[config.mk]
export PLATFORM = sky130hd
export DESIGN_NAME = eth_10g_link_ctrl
export DESIGN_NICKNAME = d
export VERILOG_FILES = /design/src/rtl/eth_link_ctrl_pkg.sv /design/src/rtl/eth_link_debounce.sv /design/src/rtl/eth_10g_link_ctrl.sv
export SDC_FILE = /design/constraint.sdc
export NUM_CORES = 1
export LEC_CHECK = 0
export ABC_AREA = 1
export BUFFER_PORTS_ARGS = -buffer_cell sky130_fd_sc_hd__buf_4
export CORE_MARGIN = 2
export CORE_UTILIZATION = 30
export DETAILED_ROUTE_END_ITERATION = 7
export GPL_TIMING_DRIVEN = 0
export HOLD_SLACK_MARGIN = 0.12
export PLACE_DENSITY_LB_ADDON = 0.08
export RECOVER_POWER = 25
export SYNTH_ARGS = -nofsm -noshare
export SYNTH_HDL_FRONTEND = slang
export SYNTH_HIERARCHICAL = 1
export SYNTH_SLANG_ARGS = --single-unit
[constraint.sdc]
create_clock -name i_clk -period 5.5 [get_ports i_clk]
set_clock_uncertainty 0.2 [all_clocks]
set_input_delay 0.55 -clock i_clk [delete_from_list [all_inputs] [get_ports i_clk]]
set_output_delay 0.55 -clock i_clk [all_outputs]
set_load 0.01 [all_outputs]
[src/rtl/eth_link_ctrl_pkg.sv]
// Shared types for the 10G SFP+ link bring-up sequencer: state encoding and counter widths.
package eth_link_ctrl_pkg;

    localparam int unsigned STATE_W = 3;
    localparam int unsigned RETRY_W = 8;
    localparam int unsigned DROP_W  = 16;

    typedef enum logic [STATE_W-1:0] {
        DISABLED   = 3'd0,
        HOLD_RESET = 3'd1,
        WAIT_TX    = 3'd2,
        WAIT_RX    = 3'd3,
        RX_RESET   = 3'd4,
        WAIT_LOCK  = 3'd5,
        LINK_UP    = 3'd6
    } link_state_e;

    // States in which losing a reference/QPLL lock forces a full re-sequence
    function automatic logic is_post_tx(input link_state_e s);
        return s inside {WAIT_RX, RX_RESET, WAIT_LOCK, LINK_UP};
    endfunction

endpackage

[src/rtl/eth_link_debounce.sv]
// Good-run counter: o_stable_c flags the cycle that completes DEBOUNCE consecutive good cycles.
module eth_link_debounce
    import eth_link_ctrl_pkg::*;
#(
    parameter int unsigned DEBOUNCE = 256
) (
    input  logic i_clk,
    input  logic i_rst,
    input  logic i_good,
    input  logic i_clear,
    output logic o_stable_c
);

    localparam int unsigned RUN_W = $clog2(DEBOUNCE + 1);

    logic [RUN_W-1:0] r_run;

    always_ff @(posedge i_clk) begin
        if (i_rst || i_clear || !i_good) begin
            r_run <= '0;
        end else if (r_run != RUN_W'(DEBOUNCE)) begin
            r_run <= r_run + RUN_W'(1);
        end
    end

    // The current good cycle counts toward the run
    assign o_stable_c = i_good && !i_clear && (r_run == RUN_W'(DEBOUNCE - 1));

endmodule

[src/rtl/eth_10g_link_ctrl.sv]
// Bring-up/recovery sequencer for one 10G SFP+ link (QPLL/TX/RX reset-done -> block lock).
// Optional: define ETH_LINK_CTRL_STATS_EN to add the o_link_drops saturating counter.
module eth_10g_link_ctrl
    import eth_link_ctrl_pkg::*;
#(
    parameter int unsigned CNT_W          = 24,
    parameter int unsigned HOLD_CYCLES    = 1000,
    parameter int unsigned TX_TIMEOUT     = 2**20,
    parameter int unsigned RX_TIMEOUT     = 2**20,
    parameter int unsigned LOCK_TIMEOUT   = 2**20,
    parameter int unsigned RX_PULSE       = 16,
    parameter int unsigned DEBOUNCE       = 256,
    parameter int unsigned MAX_RX_RETRIES = 4
) (
    input  logic               i_clk,
    input  logic               i_rst,
    input  logic               i_enable,
    input  logic               i_pll_lock,
    input  logic               i_gt_powergood,
    input  logic               i_gt_qpll0_lock,
    input  logic               i_gt_tx_reset_done,
    input  logic               i_gt_rx_reset_done,
    input  logic               i_rx_block_lock,
    input  logic               i_rx_high_ber,
    output logic               o_gt_hold_reset,
    output logic               o_gt_rx_reset_datapath,
    output logic               o_link_up,
    output logic [STATE_W-1:0] o_state,
    output logic [RETRY_W-1:0] o_full_retries
`ifdef ETH_LINK_CTRL_STATS_EN
    ,
    output logic [DROP_W-1:0]  o_link_drops
`endif
);

    link_state_e        r_state;
    link_state_e        w_next;
    logic [CNT_W-1:0]   r_timer;
    logic [RETRY_W-1:0] r_rx_retry;
    logic [RETRY_W-1:0] r_full_retries;
    logic               w_good;
    logic               w_stable_c;
    logic               w_full_inc;
    logic               w_retry_inc;
    logic               w_timer_restart;
    logic               w_rx_escalate;

    assign w_good = i_rx_block_lock && !i_rx_high_ber;

    eth_link_debounce #(
        .DEBOUNCE (DEBOUNCE)
    ) u_debounce (
        .i_clk      (i_clk),
        .i_rst      (i_rst),
        .i_good     (w_good),
        .i_clear    (r_state != WAIT_LOCK),
        .o_stable_c (w_stable_c)
    );

    // Next-state decode; within a state earlier checks win and success beats timeout
    always_comb begin
        w_next          = r_state;
        w_full_inc      = 1'b0;
        w_retry_inc     = 1'b0;
        w_timer_restart = 1'b0;
        w_rx_escalate   = 1'b0;
        if (!i_enable) begin
            w_next = DISABLED;
        end else if (is_post_tx(r_state) && !(i_pll_lock && i_gt_qpll0_lock)) begin
            w_next = HOLD_RESET;
        end else begin
            case (r_state)
                DISABLED: w_next = HOLD_RESET;
                HOLD_RESET: begin
                    if (r_timer == CNT_W'(HOLD_CYCLES - 1)) begin
                        if (i_pll_lock) w_next = WAIT_TX;
                        else            w_timer_restart = 1'b1;
                    end
                end
                WAIT_TX: begin
                    if (i_gt_powergood && i_gt_qpll0_lock && i_gt_tx_reset_done) begin
                        w_next = WAIT_RX;
                    end else if (r_timer == CNT_W'(TX_TIMEOUT)) begin
                        w_next     = HOLD_RESET;
                        w_full_inc = 1'b1;
                    end
                end
                WAIT_RX: begin
                    if (i_gt_rx_reset_done)                  w_next = WAIT_LOCK;
                    else if (r_timer == CNT_W'(RX_TIMEOUT))  w_rx_escalate = 1'b1;
                end
                RX_RESET: begin
                    if (r_timer == CNT_W'(RX_PULSE - 1)) begin
                        w_next      = WAIT_RX;
                        w_retry_inc = 1'b1;
                    end
                end
                WAIT_LOCK: begin
                    if (w_stable_c)                            w_next = LINK_UP;
                    else if (r_timer == CNT_W'(LOCK_TIMEOUT))  w_rx_escalate = 1'b1;
                    else if (!i_gt_rx_reset_done)              w_next = WAIT_RX;
                end
                LINK_UP: begin
                    if (!i_gt_tx_reset_done)      w_next = HOLD_RESET;
                    else if (!i_gt_rx_reset_done) w_next = WAIT_RX;
                    else if (!w_good)             w_next = WAIT_LOCK;
                end
                default: w_next = DISABLED;
            endcase
            // Too many datapath resets escalate to a full transceiver reset
            if (w_rx_escalate) begin
                if (r_rx_retry == RETRY_W'(MAX_RX_RETRIES)) begin
                    w_next     = HOLD_RESET;
                    w_full_inc = 1'b1;
                end else begin
                    w_next = RX_RESET;
                end
            end
        end
    end

    // State, counters and outputs decoded from the state being entered
    always_ff @(posedge i_clk) begin
        if (i_rst) begin
            r_state                <= DISABLED;
            r_timer                <= '0;
            r_rx_retry             <= '0;
            r_full_retries         <= '0;
            o_gt_hold_reset        <= 1'b1;
            o_gt_rx_reset_datapath <= 1'b0;
            o_link_up              <= 1'b0;
        end else begin
            r_state <= w_next;
            if ((w_next != r_state) || w_timer_restart) begin
                r_timer <= '0;
            end else if (r_timer != '1) begin
                r_timer <= r_timer + CNT_W'(1);
            end
            if (w_full_inc && (r_full_retries != '1)) begin
                r_full_retries <= r_full_retries + RETRY_W'(1);
            end
            if ((r_state == HOLD_RESET) || ((w_next == LINK_UP) && (r_state != LINK_UP))) begin
                r_rx_retry <= '0;
            end else if (w_retry_inc && (r_rx_retry != '1)) begin
                r_rx_retry <= r_rx_retry + RETRY_W'(1);
            end
            o_gt_hold_reset        <= (w_next == DISABLED) || (w_next == HOLD_RESET);
            o_gt_rx_reset_datapath <= (w_next == RX_RESET);
            o_link_up              <= (w_next == LINK_UP);
        end
    end

    assign o_state        = r_state;
    assign o_full_retries = r_full_retries;

`ifdef ETH_LINK_CTRL_STATS_EN
    logic [DROP_W-1:0] r_link_drops;

    always_ff @(posedge i_clk) begin
        if (i_rst) begin
            r_link_drops <= '0;
        end else if ((r_state == LINK_UP) && (w_next != LINK_UP) && (r_link_drops != '1)) begin
            r_link_drops <= r_link_drops + DROP_W'(1);
        end
    end

    assign o_link_drops = r_link_drops;
`endif

endmodule

# After elaboration in Yosys (flattened, before gate mapping)
# Cells that the tools add are included.
[word_totals]
ff_bits = 55
input_bits = 10
word_cells = 95
[classes]
add_sub_neg = 4
n_eq_ne = 21
mux = 38
n_reduce_logical = 24
[ops]
columns = ["operator", "count"]
rows = [
  ["$mux 3", 16],
  ["$add 24x1->24 const B", 1],
  ["$eq 24x10->1 const B", 1],
  ["$eq 24x21->1 const B", 1],
  ["$eq 24x4->1 const B", 1],
  ["$ne 24x24->1 const B", 1],
  ["$pmux 3 s7", 1],
  ["$mux 1", 20],
  ["$add 8x1->8 const B", 2],
  ["$ne 8x8->1 const B", 2],
  ["$eq 3x3->1 const B", 5],
  ["$logic_and 1x1->1", 10],
  ["$add 9x1->9 const B", 1],
  ["$eq 9x8->1 const B", 1],
  ["$ne 9x9->1 const B", 1],
  ["$eq 8x3->1 const B", 1],
  ["$eq 3x1->1 const B", 2],
  ["$eq 3x2->1 const B", 2],
  ["$logic_not 3->1", 2],
  ["$ne 3x3->1 const B", 2],
  ["$logic_or 1x1->1", 5],
  ["$logic_not 1->1", 4],
  ["$reduce_bool 4->1", 1],
  ["$reduce_or 2->1", 2],
  ["other kinds (2)", 2],
]

# Depth between registers and ports, before layout
[depth]
depth_word = 15
mapped_depth = 20
depth_no_buf = 19

# Modules after synthesis
# Netlist, hierarchy kept.
[modules_own_cells]
columns = ["module", "instances", "cells_each", "area_each_um2", "seq_area_each_um2"]
rows = [
  ["eth_10g_link_ctrl", 1, 416, 2971.6, 920.9],
  ["eth_link_debounce", 1, 85, 553.0, 180.2],
]

# Least setup slack after synthesis
# Ideal clock, no wire load.
[synth_timing]
path_type = "register to register"
start = "register u_debounce.r_run[0]"
end = "register r_timer[13]"
arrival_ps = 2240
setup_slack_ps = 2998
stages_incl_launch_ff = 20
n_path_buf = 1
path_cell_list = "dfxtp_1 -> ha_1 -> nand4_1 -> nor2_1 -> ha_1 -> inv_1 -> nor2_1 -> inv_1 -> nand2_2 -> a21oi_4 -> nand2_2 -> clkinv_2 -> nor2_1 -> nand2_2 -> nand2_1 -> nand2_1 -> nor2_4 -> nand2_4 -> buf_12 -> nor2_4"
[synth_via]
elab_chain_cells = 12
[synth_lines]
columns = ["item", "line_no", "text"]
rows = [
  ["start: declaration", "eth_link_debounce.sv:16", "logic [RUN_W-1:0] r_run;"],
  ["start signal: assignment", "eth_link_debounce.sv:22", "r_run <= r_run + RUN_W'(1);"],
  ["$eq 9x8->1 (*)", "eth_link_debounce.sv:27", "assign o_stable_c = i_good && !i_clear && (r_run == RUN_W'(DEBOUNCE - 1));"],
  ["$logic_and 1x1->1 (*)", "eth_link_debounce.sv:27", ""],
  ["named net w_stable_c", "eth_10g_link_ctrl.sv:42", "logic w_stable_c;"],
  ["$mux 1", "eth_10g_link_ctrl.sv:99", "if (w_stable_c) w_next = LINK_UP;"],
  ["$pmux 1 s2", "eth_10g_link_ctrl.sv:72", "case (r_state)"],
  ["$mux 1", "eth_10g_link_ctrl.sv:69", "end else if (is_post_tx(r_state) && !(i_pll_lock && i_gt_qpll0_lock)) begin"],
  ["$mux 1", "eth_10g_link_ctrl.sv:67", "if (!i_enable) begin"],
  ["$mux 3 (*)", "eth_10g_link_ctrl.sv:111", "if (w_rx_escalate) begin"],
  ["$mux 3 (*)", "eth_10g_link_ctrl.sv:69", ""],
  ["$mux 3 (*)", "eth_10g_link_ctrl.sv:67", ""],
  ["$ne 3x3->1 (*)", "eth_10g_link_ctrl.sv:134", "if ((w_next != r_state) || w_timer_restart) begin"],
  ["$logic_or 1x1->1 (*)", "eth_10g_link_ctrl.sv:134", ""],
  ["$reduce_or 2->1 (no source line) (*)", "n/a", ""],
  ["end signal: assignment", "eth_10g_link_ctrl.sv:137", "r_timer <= r_timer + CNT_W'(1);"],
  ["end: declaration", "eth_10g_link_ctrl.sv:38", "logic [CNT_W-1:0] r_timer;"],
]
# The timed path passes the listed nets; every way through them passes the cells marked *. The select of a mux whose other input is x is not followed.
# A chain may end at the register's enable or synchronous reset.

# Final worst setup path
[layout_timing]
start = "register u_debounce.r_run[1]"
end = "register r_timer[16]"
# The elaborated chain is that of the path after synthesis.

==> metrics.md <==
| Metric | Value |
|---|---|
| Syn avg cell area | 7.04 sq um |
| Final Hold Fails | 0 |
| Util after Layout | 34.9% |
| Clk sinks | 55 |
| Layout overhead on the synthesized area | 13.2% |
| Initial antenna violation count | 0 |
| CTS buffer count | 5 |
| Synth Warn # | 6 |
| Hold crit path type | register to register |
| Die Width | about 110 um |
| H-Tree Depth | 2 |
| Maximum clock rate | between 0.3 and 0.4 GHz |
| Final setup violation count | 0 |
| RSZ-0062 raised after global routing | false |
| Layout cell share with drive strength beyond 1 | between 10% and 20% |
| Syn Nets | roughly 520 |
| Slew at the pin closest to its max-slew limit | 0.596 ns |
| Multi-input gate area | roughly 2100 sq um |
| Rows | 39 |
| Critical Path RT | roughly 5.6 ns |
| Worst VDD drop | roughly 0.00014 V |
| Worst reg2reg setup slack | between 2 and 3 ns |
| Die Y | ~110 um |
| Layout Nets | between 500 and 600 |
| Crit path kind | register to register |
| Final period utilization | a little over half |
| GRT overflow | 0 |
| DRC | 0 |
| CP max stage delay | 0.40 ns |
| CTS tree | yes |
| Cells along the critical path | ha_1, nand4_1, nor2_1, ha_1, inv_1, nor2_1, inv_1, nand2_2, a21oi_4, nand2_2, clkinv_2, nor2_1, nand2_2, nand2_1, nand2_1, nor2_4, nand2_4, buf_12, nor2_4 |
| Die ar. | between 10000 and 15000 sq um |
| Max Cap Violations | 0 |
| #FFs+latches synth | 55 |
| EDFF count, synth | 0 |
| First-pass GRT wire length | 14000 um |
| WL per Instance | roughly 12 um |
| Worst setup EP type | register |
| PwrDens | around 210 nW/um^2 |
| Iter 0 DRT Violations | approximately 180 |
| GPL Wtd Cong | roughly 0.83 |
| DR vias | ~3100 |
| Final Slew Violations | 0 |
| Most used DFF post-synth | dfxtp_1 |
| Slowest CP cell | dfxtp_1 |
| Detailed Route WL | 8140 um |
| Worst slew margin | approximately 60% |
| Largest net degree at the start of global routing | 17 |
| I/O pins | 24 |
| FILL cells | around 1300 |
| Detail Placement HPWL | between 6000 and 7000 um |
| Syn Std Cell Area | around 3500 sq um |
| Syn Inst Count | 501 |
| Clock-pin slew of the registers on the worst-case setup and hold paths | approximately 0.070 ns |
| Yosys cell types | 36 |
| Minimum clock period | around 2.9 ns |
| CTS hold repair buffers | 0 |
| Vias per std cell | 4.59 |
| DR pass1 iterations | 4 |
| GRT Util Overall | approximately 14% |
| Antenna Nets Post-Route | 0 |
| Seq/Total Area, Yosys | between 30% and 40% |
| Outcome | completed |
| Crit-path max FO | 10 |
| Clk buf depth | 2 |
| Setup TNS | 0 ns |
| Port bufs | 23 |
| Critical path launch point type | register |
| Worst EP arrival | 2.91 ns |
| Root buf cell | clkbuf_16 |
| CTS resizes | 0 |
| Core Footprint | around 11000 sq um |
| Register area | approximately 1100 sq um |
| Asr flop ratio synth | 0% |
| Pleak | approximately 1.5 nW |
| Worst-Skew Late Latency | about 0.30 ns |
| Initial core utilization | 30.9% |
| Vias in the first global route | roughly 2800 |
| # diodes | 0 |
| Buffer count from post-CTS setup fixing | 0 |
metrics by stage:
| stage | std cells | worst slack (ns) | instance area, sq um | hold slack, ns | power, mW |
|---|---|---|---|---|---|
| floorplan | 501 | 3.00 | 3520 | 0.244 | 0.444 |
| global placement | 667 | 2.66 | 3880 | 0.254 | 0.460 |
| detailed placement | 667 | 2.65 | 3880 | 0.259 | 0.460 |
| CTS | 675 | 2.62 | 4050 | 0.270 | 0.844 |
| global route | 675 | 2.35 | 3990 | 0.293 | 0.870 |
| finish | 675 | 2.64 | 3990 | 0.272 | 0.830 |
flip-flops by register name, indices dropped and copies added (netlist names):
register and cells:
u_debounce/r_run 9, o_link_up 1, r_timer 24, r_rx_retry 8
o_full_retries 8, o_gt_hold_reset 1, o_state 3, o_gt_rx_reset_datapath 1
synthesized netlist by cell type (2+ instances only):
master,instances,share of area [%]
buf_6,2,0.64
buf_12,2,1.1
inv_2,2,0.21
ha_1,8,2.8
nand4_1,14,2.5
xnor2_1,10,2.5
nor2_4,25,8.0
nor3_1,16,2.3
xor2_1,18,4.5
o21ai_0,12,1.7
nand3_2,4,1.1
nor4_1,7,1.2
inv_1,65,6.9
nand2_2,9,1.6
a21oi_1,17,2.4
dfxtp_1,55,31
nand2_1,86,9.2
nor2_1,86,9.2
nor2_2,7,1.2
nand3_1,40,5.7
final cells by class:
class / count / share of cell area [%]
Tap cell: 143 / 4.48
Clock inverter: 2 / 0.878
Buffer: 5 / 1.47
Sequential cell: 55 / 27.6
Inverter: 69 / 6.52
Timing Repair Buffer: 23 / 3.20
Clock buffer: 6 / 3.48
Multi-Input combinational cell: 372 / 52.4
metal layers:
metal | part of all wire, % | wire length (um) | GRT usage [%] | vias to the layer above
met2 | 40 | 3280 | 19.5 | 46
li1 | - | - | - | 1652
met4 | 1.6 | 130 | 3.98 | 0
met5 | 0 | 0 | 0 | -
met1 | 54 | 4370 | 20.5 | 1388
met3 | 4.4 | 357 | 3.78 | 11
cells by family (layout without fill, tap and decap cells):
group / Yosys count / in the layout / share of synthesized area (%)
AO/OA/AOI/OAI: 34 / 34 / 5.36
XOR/XNOR: 28 / 28 / 6.96
adder cells (fa/ha/maj): 8 / 8 / 2.84
buffers and inverters: 74 / 105 / 9.26
flip-flops: 55 / 55 / 31.2
AND/OR/NAND/NOR: 302 / 302 / 44.3
report_power, final:
group	total (mW)	internal, mW	switching, mW	leakage (nW)
clock	0.380	0.227	0.154	0.0868
combinational	0.0479	0.0173	0.0306	0.967
sequential	0.402	0.399	0.00228	0.443
total	0.830	0.644	0.186	1.50
cells in the final DEF, fill, tap and decap left out, types with 2 or more instances in the layout:
cell type,count
a21oi_1,17
buf_12,2
buf_4,11
clkbuf_1,14
clkbuf_16,5
clkinv_2,2
dfxtp_1,55
ha_1,8
inv_1,66
nand2_1,86
nand2_2,9
nand3_1,40
nand3_2,4
nand4_1,14
nor2_1,87
nor2_2,7
nor2_4,24
nor3_1,16
nor4_1,7
o21ai_0,13
xnor2_1,10
xor2_1,18
worst paths after layout:
| path | startpoint | to | depth (start not counted) |
|---|---|---|---|
| worst min register to register | r_rx_retry[7] | r_rx_retry[7] | 2 |
| worst min-delay path | r_rx_retry[7] | r_rx_retry[7] | 2 |
| worst max-delay path | u_debounce/r_run[1] | r_timer[16] | 19 |
| worst max register to register | u_debounce/r_run[1] | r_timer[16] | 19 |
critical path: cells and delay by family (launching register included):
family,cells,cell delay (ns)
compound gates,1,0.08
buf+inv,4,0.35
simple gates,12,1.34
flops,1,0.40
fa+ha+maj,2,0.43
No activity file was read; power rests on OpenSTA's default activity.
